### src/rtl/pattern_scan_arb.sv
// pattern_scan_arb: two-requester round-robin arbiter feeding a serial bit-pattern match counter
//
// Ports:
//   clk          clock, all state changes on the rising edge
//   rst          asynchronous active-low reset
//   req_valid_i  per-requester word valid
//   req_data0_i  requester 0 word
//   req_data1_i  requester 1 word
//   req_ready_o  per-requester accept (one-hot or zero, only in IDLE)
//   busy_o       high while a word is being scanned or reported
//   done_o       one-cycle result strobe
//   count_o      match count of the last completed word (held until next done)
//   grant_id_o   requester that owned the last completed word
module pattern_scan_arb #(
    parameter int                 WORD_W  = 8,
    parameter int                 PAT_LEN = 5,
    parameter logic [PAT_LEN-1:0] PATTERN = 5'b11010,
    parameter int                 CNT_W   = 4
) (
    input  logic              clk,
    input  logic              rst,
    input  logic [1:0]        req_valid_i,
    input  logic [WORD_W-1:0] req_data0_i,
    input  logic [WORD_W-1:0] req_data1_i,
    output logic [1:0]        req_ready_o,
    output logic              busy_o,
    output logic              done_o,
    output logic [CNT_W-1:0]  count_o,
    output logic              grant_id_o
);
    localparam int BIT_W = $clog2(WORD_W + 1);

    typedef enum logic [2:0] {
        IDLE  = 3'b001,
        SHIFT = 3'b010,
        DONE  = 3'b100
    } state_t;

    state_t             state, state_n;
    logic               last_grant;
    logic [1:0]         grant;
    logic               xfer;
    logic [WORD_W-1:0]  word;
    logic [PAT_LEN-1:0] win, win_n;
    logic [BIT_W-1:0]   bit_cnt;
    logic [CNT_W-1:0]   cnt, cnt_n;
    logic               gid;
    logic               hit;
    logic               last_bit;

    // On contention the requester that did not win last time gets the grant.
    assign grant       = (req_valid_i == 2'b11) ? (last_grant ? 2'b01 : 2'b10) : req_valid_i;
    // Gated by rst so nothing is offered while reset is held.
    assign req_ready_o = (state == IDLE && rst) ? grant : 2'b00;
    assign xfer        = |(req_valid_i & req_ready_o);
    // Window holds the most recent bits, oldest at the MSB.
    assign win_n       = {win[PAT_LEN-2:0], word[WORD_W-1]};
    // bit_cnt counts bits already in the window; this cycle adds one more.
    assign hit         = (bit_cnt >= BIT_W'(PAT_LEN - 1)) && (win_n == PATTERN);
    assign cnt_n       = (hit && cnt != '1) ? cnt + 1'b1 : cnt;
    assign last_bit    = bit_cnt == BIT_W'(WORD_W - 1);
    assign busy_o      = (state == SHIFT) || (state == DONE);
    assign done_o      = state == DONE;

    always_comb begin
        state_n = IDLE;
        case (state)
            IDLE:    state_n = xfer ? SHIFT : IDLE;
            SHIFT:   state_n = last_bit ? DONE : SHIFT;
            default: state_n = IDLE;
        endcase
    end

    always_ff @(posedge clk or negedge rst) begin
        if (!rst)
            state <= IDLE;
        else
            state <= state_n;
    end

    always_ff @(posedge clk or negedge rst) begin
        if (!rst) begin
            last_grant <= 1'b1;
            word       <= '0;
            win        <= '0;
            bit_cnt    <= '0;
            cnt        <= '0;
            gid        <= 1'b0;
            count_o    <= '0;
            grant_id_o <= 1'b0;
        end else if (xfer) begin
            word       <= req_ready_o[1] ? req_data1_i : req_data0_i;
            gid        <= req_ready_o[1];
            last_grant <= req_ready_o[1];
            win        <= '0;
            bit_cnt    <= '0;
            cnt        <= '0;
        end else if (state == SHIFT) begin
            word    <= word << 1;
            win     <= win_n;
            bit_cnt <= bit_cnt + 1'b1;
            cnt     <= cnt_n;
            // Result registers only move at the end of a word, so they hold between strobes.
            if (last_bit) begin
                count_o    <= cnt_n;
                grant_id_o <= gid;
            end
        end
    end
endmodule

### config.mk
export PLATFORM = sky130hd
export DESIGN_NAME = pattern_scan_arb
export DESIGN_NICKNAME = d
export VERILOG_FILES = /design/src/rtl/pattern_scan_arb.sv
export SDC_FILE = /design/constraint.sdc
export NUM_CORES = 1
export LEC_CHECK = 0
export CORE_MARGIN = 2
export CORE_UTILIZATION = 35
export CTS_CLUSTER_SIZE = 14
export DETAILED_ROUTE_END_ITERATION = 7
export SKIP_LAST_GASP = 1
export SLEW_MARGIN = 20
export SYNTH_ARGS = -nofsm -noshare
export SYNTH_HDL_FRONTEND = slang
export SYNTH_SLANG_ARGS = --single-unit
### constraint.sdc
create_clock -name clk -period 1.9 [get_ports clk]
set_input_delay 0.19 -clock clk [delete_from_list [all_inputs] [get_ports clk]]
set_output_delay 0.19 -clock clk [all_outputs]
set_load 0.02 [all_outputs]
# Word level (Yosys, flattened, before mapping)

Index checks and enable logic that the tools add are counted.

Register bits: 30

Add/sub/neg operators: 2
Magnitude comparators: 1
Eq/ne operators: 7
Mux-type cells: 16
Bitwise operators: 2
Reduce and logical (&&, ||, !) cells: 7

Operators with widths:

| cell                  | count |
|---|---|
| $mux W4               | 7 |
| $mux W8               | 3 |
| $add A4 B1 Y4 const B | 2 |
| $mux W2               | 4 |
| $pmux W3 S2           | 1 |
| $eq A5 B5 Y1 const B  | 1 |
| $eq A4 B3 Y1 const B  | 1 |
| $ge A4 B3 Y1 const B  | 1 |
| $ne A4 B4 Y1 const B  | 1 |
| $eq A3 B1 Y1 const B  | 1 |
| $eq A3 B2 Y1 const B  | 1 |
| $eq A3 B3 Y1 const B  | 1 |
| $logic_and A1 B1 Y1   | 3 |
| $mux W3               | 1 |
| $reduce_and A3 Y1     | 1 |
| $and A2 B2 Y2         | 1 |
| $eq A2 B2 Y1 const B  | 1 |
| $reduce_bool A2 Y1    | 1 |
| $reduce_or A2 Y1      | 1 |
| $logic_or A1 B1 Y1    | 1 |
| $not A1 Y1            | 1 |

# Depth between registers and ports, before layout

Gate-level depths: netlist (run 1).

Depth after elaboration: 7
Mapped depth: 7
Gate-level depth less buffers: 5

# Least setup slack after synthesis (run 1)

Ideal clock, no wire load.

Path type: register -> register
From: register state[2]
To: register count_o[2]
Library setup time: 0.125 ns
Arrival: 1.513 ns
Data required time: 1.775 ns
Path slack: 0.262 ns
Cell stages (with the launch flop): 5
Path buffers: 1
Clock period less this slack: 1.638 ns
Path through: dfrtp_1 or3b_1 buf_6 nor3_4 mux2_4

Word-level cells in the longest chain between the ends: 7
Elaborated cells between the ends (all ways): 8
Those cells by class: eq/ne: 2; mux: 1; bitwise: 2; reduce/logical: 3

RTL lines:

| element                              | RTL line | RTL |
|---|---|---|
| from (decl)                          | 39       | `state_t state, state_n;` |
| from (signal assigned)               | 78       | `state <= state_n;` |
| $eq A3 B1 Y1                         | 54       | `assign req_ready_o = (state == IDLE && rst) ? grant : 2'b00;` |
| $logic_and A1 B1 Y1                  | 54       |  |
| $mux W2                              | 54       |  |
| $and A2 B2 Y2                        | 55       | `assign xfer = \|(req_valid_i & req_ready_o);` |
| $reduce_or A2 Y1                     | 55       |  |
| $not A1 Y1 (no source line)          | n/a      |  |
| $reduce_and A3 Y1 (no source line) * | n/a      |  |
| to (signal assigned)                 | 105      | `count_o <= cnt_n;` |
| to (decl)                            | 28       | `output logic [CNT_W-1:0] count_o,` |

Every way passes the cells marked *; elsewhere a longest branch is shown, timed or not.
A chain may end at the register's enable or synchronous reset.

# Final worst setup path (run 1)

From: register state[0]
To: output req_ready_o[0]

Word-level cells in the longest chain between the ends: 3

RTL lines:

| element             | RTL line | RTL |
|---|---|---|
| $eq A3 B1 Y1        | 54       |  |
| $logic_and A1 B1 Y1 | 54       |  |
| $mux W2             | 54       |  |
| to (decl)           | 25       | `output logic [1:0] req_ready_o,` |

Every way passes these cells.

==> flow_summary.json, run 1 <==
{
  "rsz0062_at_grt": "no",
  "cap_violations": 0,
  "synth_edf_count": 0,
  "crit_end": "req_ready_o[0]",
  "grt_antenna_before_repair": 0,
  "topRoutingLayerUsed": "met4",
  "synth_cells": 155,
  "grt_pass1_vias": 1364,
  "min_period_over_period_pct": 93.4,
  "r2r_start": "cnt[0]$_DFFE_PN0P_",
  "path_clk_slew_ns": 0.07,
  "drtPass1Iterations": 4,
  "leakage_uw": 0.000935,
  "critPathLaunchType": "flip-flop",
  "rr_worst_depth": 5,
  "grtUsageTotal_pct": 16.1,
  "die_x_microns": 70.1,
  "worstPathMaxFanout": 6,
  "fmax_mhz": 564,
  "wl_per_cell_microns": 13.9,
  "skew_ns": 0.00393,
  "syn_avg_cell_area_sq_um": 9.86,
  "cts-root-buf": "clkbuf_8",
  "cts_setup_buffers": 0,
  "setup_ws_ns": 0.126,
  "tightest_slew_ns": 0.382,
  "grt_max_degree": 31,
  "numCtsBuffers": 5,
  "finalSetupViolations": 0,
  "ctsHoldBuffers": 0,
  "die_height_microns": 70.1,
  "max-vdd-ir-drop_mv": 0.441,
  "multi_input_area_sq_um": 709,
  "critPathArrivalTime_ns": 1.58,
  "met3_length_microns": 66,
  "first_iter_violations": 63,
  "dp_slack_ns": -0.0287,
  "initial_utilization_pct": 35.6,
  "synth_area_sq_um": 1530,
  "drcViolationCount": 0,
  "die-area_sq_um": 4910,
  "fillers": 408,
  "grt_pass1_wl_microns": 6280,
  "regArea_sq_um": 753,
  "whs_ns": 0.468,
  "wl_met1_microns": 1590,
  "path_class": "reg -> out",
  "ys_seq_area_share_pct": 49.3,
  "ys.flop_type": "dfrtp_1",
  "syn_nets": 177,
  "cts_tree": "built",
  "clock_sinks": 30,
  "io_pins": 29,
  "wl_microns": 3490,
  "numPortBuffers": 28,
  "num_rows": 24,
  "startpoint": "state[0]$_DFF_PN1_",
  "slew_headroom_pct": 74.6,
  "drive_gt1_share_pct": 15.2,
  "gp_congestion": 0.822,
  "power_density_nw_per_um2": 1080,
  "dpl.hpwl_microns": 2590,
  "htreeDepth": 2,
  "yosysWarnings": 0,
  "synth_cell_type_count": 44,
  "period_minus_slack_ns": 1.77,
  "clk_latency_ns": 0.28,
  "endpoint_kind": "output pin",
  "outcome": "complete, no violations",
  "cp.required_ns": 1.71,
  "r2r_slack_ns": 0.24,
  "synth-seq-cells": 30,
  "postRouteAntennaNets": 0,
  "core_sq_um": 4290,
  "clock_path_buffers": 2,
  "n_antenna_cell": 0,
  "nets": 219,
  "hold_viol_final": 0,
  "area_growth_pct": 34.1,
  "vias": 1291,
  "grt.overflow.total": 0,
  "timing.rr.end": "cnt[3]$_DFFE_PN0P_",
  "wl_met2_microns": 1760,
  "async_flop_share_pct": 100,
  "slew_violations": 0,
  "viasPerCell": 5.16,
  "worst_hold_path_type": "in -> async"
}
-- flip-flops by register name (all words and copies together) (netlist names) --
name        flops
gid             1
win             4
grant_id_o      1
word            8
state           3
count_o         4
bit_cnt         4
cnt             4
last_grant      1
-- kinds of logic (layout without fill, tap and decap cells) --
family,Yosys count,count (layout),share of synthesized area [%]
AOI/OAI and AO/OA,44,44,20.5
xor gates and xnor gates,4,4,2.29
adders and majority gates,2,2,1.64
buffers and inverters,14,57,4.34
DFF,30,30,49.3
muxes,3,3,2.29
and+or+nand+nor,58,58,19.6
-- worst min-delay path by stage --
stage / start / endpoint / slack, ns
global placement: gid$_DFFE_PN0N_ / gid$_DFFE_PN0N_ / 0.47
global route: word[1]$_DFFE_PN0P_ / word[1]$_DFFE_PN0P_ / 0.50
detailed placement: last_grant$_DFFE_PN1N_ / last_grant$_DFFE_PN1N_ / 0.48
floorplan: rst / bit_cnt[0]$_DFFE_PN0P_ / -0.11
finish: rst / word[1]$_DFFE_PN0P_ / 0.47
CTS: last_grant$_DFFE_PN1N_ / last_grant$_DFFE_PN1N_ / 0.49
-- cell type report --
type,count,area share [%]
clock inverter,3,1.95
inverter,6,1.10
clock buffer,5,3.36
timing repair buffer,43,19.1
sequential,30,36.7
multi-input combinational,111,34.6
tap,52,3.17
-- through the flow --
step           cells  utilization [%]  cell area [sq um]  setup TNS (ns)  total power, uW
2_1_floorplan    155                -               1530               0             1350
3_3_place_gp     242             45.3               1940               0             1580
3_5_place_dp     242             45.3               1940         -0.0287             1610
4_1_cts          250             47.7               2050               0             2240
5_1_grt          250             47.8               2050               0             2380
6_report         250             47.8               2050               0             2220
-- synth_stat cells (all sizes together), types with 2 or more instances --
| cell type | instances | share of area [%] |
|---|---|---|
| nand3 | 3 | 0.98 |
| xnor2 | 2 | 1.1 |
| and4 | 2 | 1.1 |
| a221o | 3 | 2.0 |
| nor2 | 19 | 4.7 |
| nand2 | 15 | 3.7 |
| nor2b | 2 | 0.82 |
| a32oi | 7 | 4.0 |
| o21a | 6 | 2.9 |
| buf | 6 | 2.4 |
| ha | 2 | 1.6 |
| xor2 | 2 | 1.1 |
| o21ai | 9 | 2.9 |
| and2 | 2 | 0.82 |
| or2 | 3 | 1.2 |
| a21oi | 3 | 0.98 |
| clkbuf | 2 | 0.49 |
| nor3 | 2 | 1.4 |
| o22ai | 7 | 2.9 |
| dfrtp | 28 | 46 |
| mux2i | 2 | 1.3 |
| nand4 | 2 | 0.82 |
| inv | 6 | 1.5 |
| dfstp | 2 | 3.4 |
-- metal layers --
metal	global-route usage, %	vias up
li1	-	644
met1	19.9	630
met2	27.3	12
met3	3.61	5
met4	6.20	0
met5	0	-
-- worst max-delay path, cell delays in order, from the launching register on --
cell and delay, ns:
dfstp_2 0.58, nand4bb_1 0.18, nor2_1 0.18, dlygate4sd2_1 0.36
-- report_power, final --
part	leakage [uW]	internal, uW	switching [uW]	total (uW)
clock	0.0000579	385	246	631
combinational	0.000491	327	329	656
sequential	0.000386	817	116	933
-- what timing repair did --
item                                    in CTS  in global routing
gates resized for setup                      3                  1
cloned                                       0                  0
endpoints found under the setup margin       3                  1
endpoints found under the hold margin        0                  0
-- placed cells by master (no fill, tap or decap), drive strengths merged, types with 3 or more instances in the layout --
master         instances
dfrtp                 28
o21a                   6
nand3                  3
a21oi                  3
a221o                  3
clkdlybuf4s50         24
a32oi                  7
buf                   15
clkbuf                 5
dlygate4sd2            3
nor2                  19
o21ai                  9
or2                    3
inv                    6
nand2                 15
o22ai                  7
Note: power is estimated with default switching activity, not from simulation.
==> inputs of run 2 (changes only) <==
--- a/config.mk
+++ b/config.mk
@@ -9,6 +9,7 @@
 export CORE_UTILIZATION = 35
 export CTS_CLUSTER_SIZE = 14
 export DETAILED_ROUTE_END_ITERATION = 7
+export DONT_BUFFER_PORTS = 1
 export SKIP_LAST_GASP = 1
 export SLEW_MARGIN = 20
 export SYNTH_ARGS = -nofsm -noshare
==> run 2 against run 1 <==
  * Flip-flop and latch count unchanged
  * Combinational power down 11%
  * Count of clock-buffer cells in the layout up 1
  * Global-route usage down 1.7 points
  * Clock power down 22%
  * Non-clock buffer count down 31
  * Routed wire length down 6.6%
==> flow_summary.json, run 2 (synthesized netlist as in run 1, its figures left out) <==
{
  "cp.required_ns": 1.71,
  "drcViolationCount": 0,
  "postRouteAntennaNets": 0,
  "finalInstanceArea_sq_um": 1750,
  "largest_reg_flops": 8,
  "grt_pass1_wl_microns": 5500,
  "numCtsBuffers": 5,
  "max-vdd-ir-drop_mv": 0.326,
  "final_common_cell": "dfrtp_1",
  "tightest_slew_ns": 0.539,
  "grt_pass1_vias": 1200,
  "grt_antenna_before_repair": 0,
  "io_pins": 29,
  "cts_setup_buffers": 0,
  "slew_violations": 0,
  "cp_cell_sequence": "nand4bb_1 -> buf_4 -> nor2b_1 -> buf_4",
  "power_density_nw_per_um2": 1150,
  "wl_per_cell_microns": 14.9,
  "num_rows": 24,
  "fin_cells": 219,
  "initial_utilization_pct": 35.6,
  "first_iter_violations": 67,
  "viasPerCell": 5.48,
  "rsz0062_at_grt": "no",
  "crit_slowest_cell": "dfstp_2",
  "min_period_over_period_pct": 90.1,
  "path_class": "reg -> out",
  "cts_resized": 0,
  "clock_path_buffers": 2,
  "crit_family": "flip-flops",
  "gp_congestion": 0.875,
  "path_common_cell": "buf_4",
  "cpPeakStageDelay_ns": 0.57,
  "regMostFlops": "word",
  "place_area_sq_um": 1640,
  "nets": 188,
  "worstPathMaxFanout": 9,
  "slew_headroom_pct": 64.0,
  "endpoint_kind": "output pin",
  "period_minus_slack_ns": 1.71,
  "dp_cells": 209,
  "grt_max_degree": 31,
  "drive_gt1_share_pct": 15.0,
  "clk_latency_ns": 0.29,
  "cap_violations": 0,
  "vias": 1200,
  "critPathArrivalTime_ns": 1.52,
  "die-area_sq_um": 4910,
  "cts-root-buf": "clkbuf_8",
  "wl_microns": 3260,
  "grtUsageTotal_pct": 14.4,
  "clock_sinks": 30,
  "ctsHoldBuffers": 2,
  "die_height_microns": 70.1,
  "setup_tns_ns": 0,
  "core_sq_um": 4290,
  "fillers": 419,
  "leakage_uw": 0.000778,
  "cp.buffers_inverters": 2,
  "outcome": "complete, no violations",
  "htreeDepth": 2,
  "n_antenna_cell": 0,
  "worst_hold_path_type": "in -> reg",
  "path_clk_slew_ns": 0.06,
  "area_growth_pct": 14.5,
  "critPathLaunchType": "flip-flop",
  "final_cell_mix": "28 x dfrtp_1, 19 x nor2_1, 15 x nand2_1",
  "hold_viol_final": 0,
  "cts_tree": "built",
  "skew_ns": 0.00683,
  "finalSetupViolations": 0,
  "numPortBuffers": 0,
  "drtPass1Iterations": 4,
  "die_x_microns": 70.1,
  "grt.overflow.total": 0,
  "dpl.hpwl_microns": 2320,
  "fmax_mhz": 584
}
-- run 2: changes by cell type in the layout (fill, tap and decap cells not counted) --
cell             before  now
clkdlybuf4s50_1      24    0
buf_4                15    9
dlygate4sd2_1         3    0
buf_12                0    2
bufinv_16             1    0
clkbuf_1              0    1
dlygate4sd3_1         0    1
dlymetal6s2s_1        1    0
-- run 2: worst paths after layout --
| check | start | endpoint | slack, ns | cells after the start |
|---|---|---|---|---|
| min in group asynchronous | rst | cnt[1]$_DFFE_PN0P_ | 0.35 | 2 |
| hold reg to reg | gid$_DFFE_PN0N_ | gid$_DFFE_PN0N_ | 0.49 | 1 |
| hold / removal | req_data0_i[0] | word[0]$_DFFE_PN0P_ | 0.05 | 1 |
| setup reg to reg | cnt[0]$_DFFE_PN0P_ | cnt[3]$_DFFE_PN0P_ | 0.24 | 5 |
| setup / recovery | state[0]$_DFF_PN1_ | req_ready_o[1] | 0.19 | 4 |
| max in group asynchronous | rst | last_grant$_DFFE_PN1N_ | 1.32 | 2 |
-- run 2: through the flow --
stage	util [%]	power [uW]	hold slack [ns]	setup WS (ns)
global route	40.8	2160	0.0364	0.109
floorplan	-	1350	-0.106	0.262
global placement	38.1	1490	-0.104	0.333
finish	40.8	2010	0.0463	0.188
CTS	40.8	2030	0.0406	0.193
detailed placement	38.1	1520	-0.105	0.258
-- run 2: where the power goes --
group,total [uW],switching (uW),internal [uW],leakage [uW]
Clock,494,240,253,0.0000450
Combinational,581,305,275,0.000346
Sequential,938,121,817,0.000386
Total,2010,667,1350,0.000778
-- run 2: final cells by class --
| type | instances | area (sq um) | area share (%) |
|---|---|---|---|
| Clock buffer | 6 | 72.6 | 4.15 |
| Clock inverter | 2 | 10.0 | 0.572 |
| Inverter | 6 | 22.5 | 1.29 |
| Multi-Input combinational cell | 111 | 709 | 40.5 |
| Sequential cell | 30 | 753 | 43.0 |
| Tap cell | 52 | 65.1 | 3.72 |
| Timing Repair Buffer | 12 | 118 | 6.72 |
-- run 2: layer usage --
layer	vias to the layer above	part of all wire [%]	GRT usage, %
met5	-	0	0
li1	580	-	-
met4	0	2.7	9.19
met1	596	45	18.2
met3	8	2.4	2.60
met2	16	49	22.5
==> inputs of run 3 (changes only) <==
--- a/config.mk
+++ b/config.mk
@@ -5,6 +5,8 @@
 export SDC_FILE = /design/constraint.sdc
 export NUM_CORES = 1
 export LEC_CHECK = 0
+export ABC_CLOCK_PERIOD_IN_PS = 1900
+export CORE_ASPECT_RATIO = 0.8
 export CORE_MARGIN = 2
 export CORE_UTILIZATION = 35
 export CTS_CLUSTER_SIZE = 14
==> run 3 against run 2 <==
  * Count of clock-buffer cells in the layout is 1 lower
  * Utilization up 2.1 points
  * Sequential power hardly changed
==> flow_summary.json, run 3 (synthesized netlist as in run 1, its figures left out) <==
{
  "critPathArrivalTime_ns": 1.50,
  "cp.required_ns": 1.71,
  "cts_setup_buffers": 0,
  "drive_gt1_share_pct": 16.1,
  "pwr-share-comb_pct": 27.1,
  "first_iter_violations": 64,
  "cts_resized": 0,
  "power_density_nw_per_um2": 1210,
  "num_rows": 21,
  "vias": 1161,
  "clkPwrFrac_pct": 29.6,
  "finalSetupViolations": 0,
  "internal_power_uw": 1480,
  "endpoint_kind": "output pin",
  "die_height_microns": 63.1,
  "clock_sinks": 30,
  "dpl.hpwl_microns": 2300,
  "htreeDepth": 2,
  "grtUsageTotal_pct": 14.7,
  "r2r_slack_ns": 0.22,
  "total_power_uw": 2160,
  "core_sq_um": 4180,
  "seq_power_share_pct": 43.3,
  "cap_violations": 0,
  "clk_latency_ns": 0.29,
  "largest_reg_flops": 8,
  "wl_per_cell_microns": 14.6,
  "worst_hold_path_type": "in -> reg",
  "worstPathMaxFanout": 6,
  "viasPerCell": 5.16,
  "n_antenna_cell": 0,
  "rr_worst_depth": 5,
  "startpoint": "state[0]$_DFF_PN1_",
  "grt_max_degree": 31,
  "r2r_start": "cnt[0]$_DFFE_PN0P_",
  "grt_pass1_wl_microns": 5510,
  "path_class": "reg -> out",
  "io_pins": 29,
  "die-area_sq_um": 4920,
  "initial_utilization_pct": 36.6,
  "timing.rr.end": "cnt[3]$_DFFE_PN0P_",
  "max-vdd-ir-drop_mv": 0.379,
  "final_cell_mix": "28 x dfrtp_1, 19 x nor2_1, 15 x nand2_1",
  "grt_pass1_vias": 1142,
  "leakage_uw": 0.000796,
  "period_minus_slack_ns": 1.69,
  "numPortBuffers": 0,
  "switchingPower_uw": 679,
  "grt_antenna_before_repair": 0,
  "tightest_slew_ns": 0.468,
  "slew_violations": 0,
  "path_clk_slew_ns": 0.07,
  "fillers": 397,
  "hold_viol_final": 0,
  "ctsHoldBuffers": 2,
  "gp_congestion": 0.780,
  "cts_tree": "built",
  "wl_microns": 3290,
  "skew_ns": 0.00787,
  "numCtsBuffers": 5,
  "setup_tns_ns": 0,
  "min_period_over_period_pct": 89.0,
  "p_sw_share_pct": 31.4,
  "die_x_microns": 77.9,
  "grt.overflow.total": 0,
  "drtPass1Iterations": 4,
  "regMostFlops": "word",
  "outcome": "complete, no violations",
  "critPathLaunchType": "flip-flop",
  "postRouteAntennaNets": 0,
  "slew_headroom_pct": 68.7,
  "drcViolationCount": 0,
  "rsz0062_at_grt": "no",
  "nets": 189,
  "cts-root-buf": "clkbuf_8",
  "area_growth_pct": 17.1,
  "crit_end": "req_ready_o[1]",
  "final_common_cell": "dfrtp_1",
  "fmax_mhz": 591,
  "clock_path_buffers": 2
}
-- run 3: metrics by stage --
step / instance area (sq um) / setup WS, ns / instances / hold slack, ns / utilization (%)
5_1_grt: 1790 / 0.0893 / 225 / 0.0385 / 42.9
4_1_cts: 1790 / 0.190 / 225 / 0.0371 / 42.9
6_report: 1790 / 0.208 / 225 / 0.0437 / 42.9
3_3_place_gp: 1650 / 0.334 / 215 / -0.105 / 39.5
3_5_place_dp: 1650 / 0.228 / 215 / -0.105 / 39.5
2_1_floorplan: 1530 / 0.262 / 155 / -0.106 / -
-- run 3: layer usage --
| layer | track usage [%] | vias up | wire length, microns |
|---|---|---|---|
| met1 | 20.1 | 559 | 1580 |
| li1 | - | 580 | - |
| met5 | 0 | - | 0 |
| met4 | 6.58 | 0 | 67 |
| met2 | 21.4 | 15 | 1530 |
| met3 | 4.58 | 7 | 113 |
-- run 3: how the worst min path moves through the flow --
stage               slack [ns]  cells after the start      startpoint                      to
finish                    0.04                      1  req_data0_i[0]     word[0]$_DFFE_PN0P_
global route              0.04                      1  req_data0_i[0]     word[0]$_DFFE_PN0P_
CTS                       0.04                      1  req_data0_i[0]     word[0]$_DFFE_PN0P_
detailed placement       -0.10                      0             rst  count_o[3]$_DFFE_PN0P_
global placement         -0.10                      0             rst  count_o[1]$_DFFE_PN0P_
floorplan                -0.11                      0             rst  bit_cnt[0]$_DFFE_PN0P_
-- run 3: cell type report --
type	instances	area, sq um	share of cell area (%)
Sequential cell	30	753	42.1
Clock buffer	5	68.8	3.84
Tap cell	57	71.3	3.98
Inverter	6	22.5	1.26
Clock inverter	3	40.0	2.24
Timing Repair Buffer	13	125	6.99
Multi-Input combinational cell	111	709	39.6
-- run 3: power groups by stage --
stage               Combinational [uW]  Sequential, uW  Clock [uW]
floorplan                          438             915           0
detailed placement                 573             947           0
global route                       665             966         678
CTS                                597             936         653
global placement                   556             939           0
finish                             585             936         639
-- run 3: worst max-delay path: stages, from the launching register on --
cell and delay [ns]:
dfstp_2 0.58, nand4bb_1 0.22, nor2b_1 0.23, buf_4 0.18
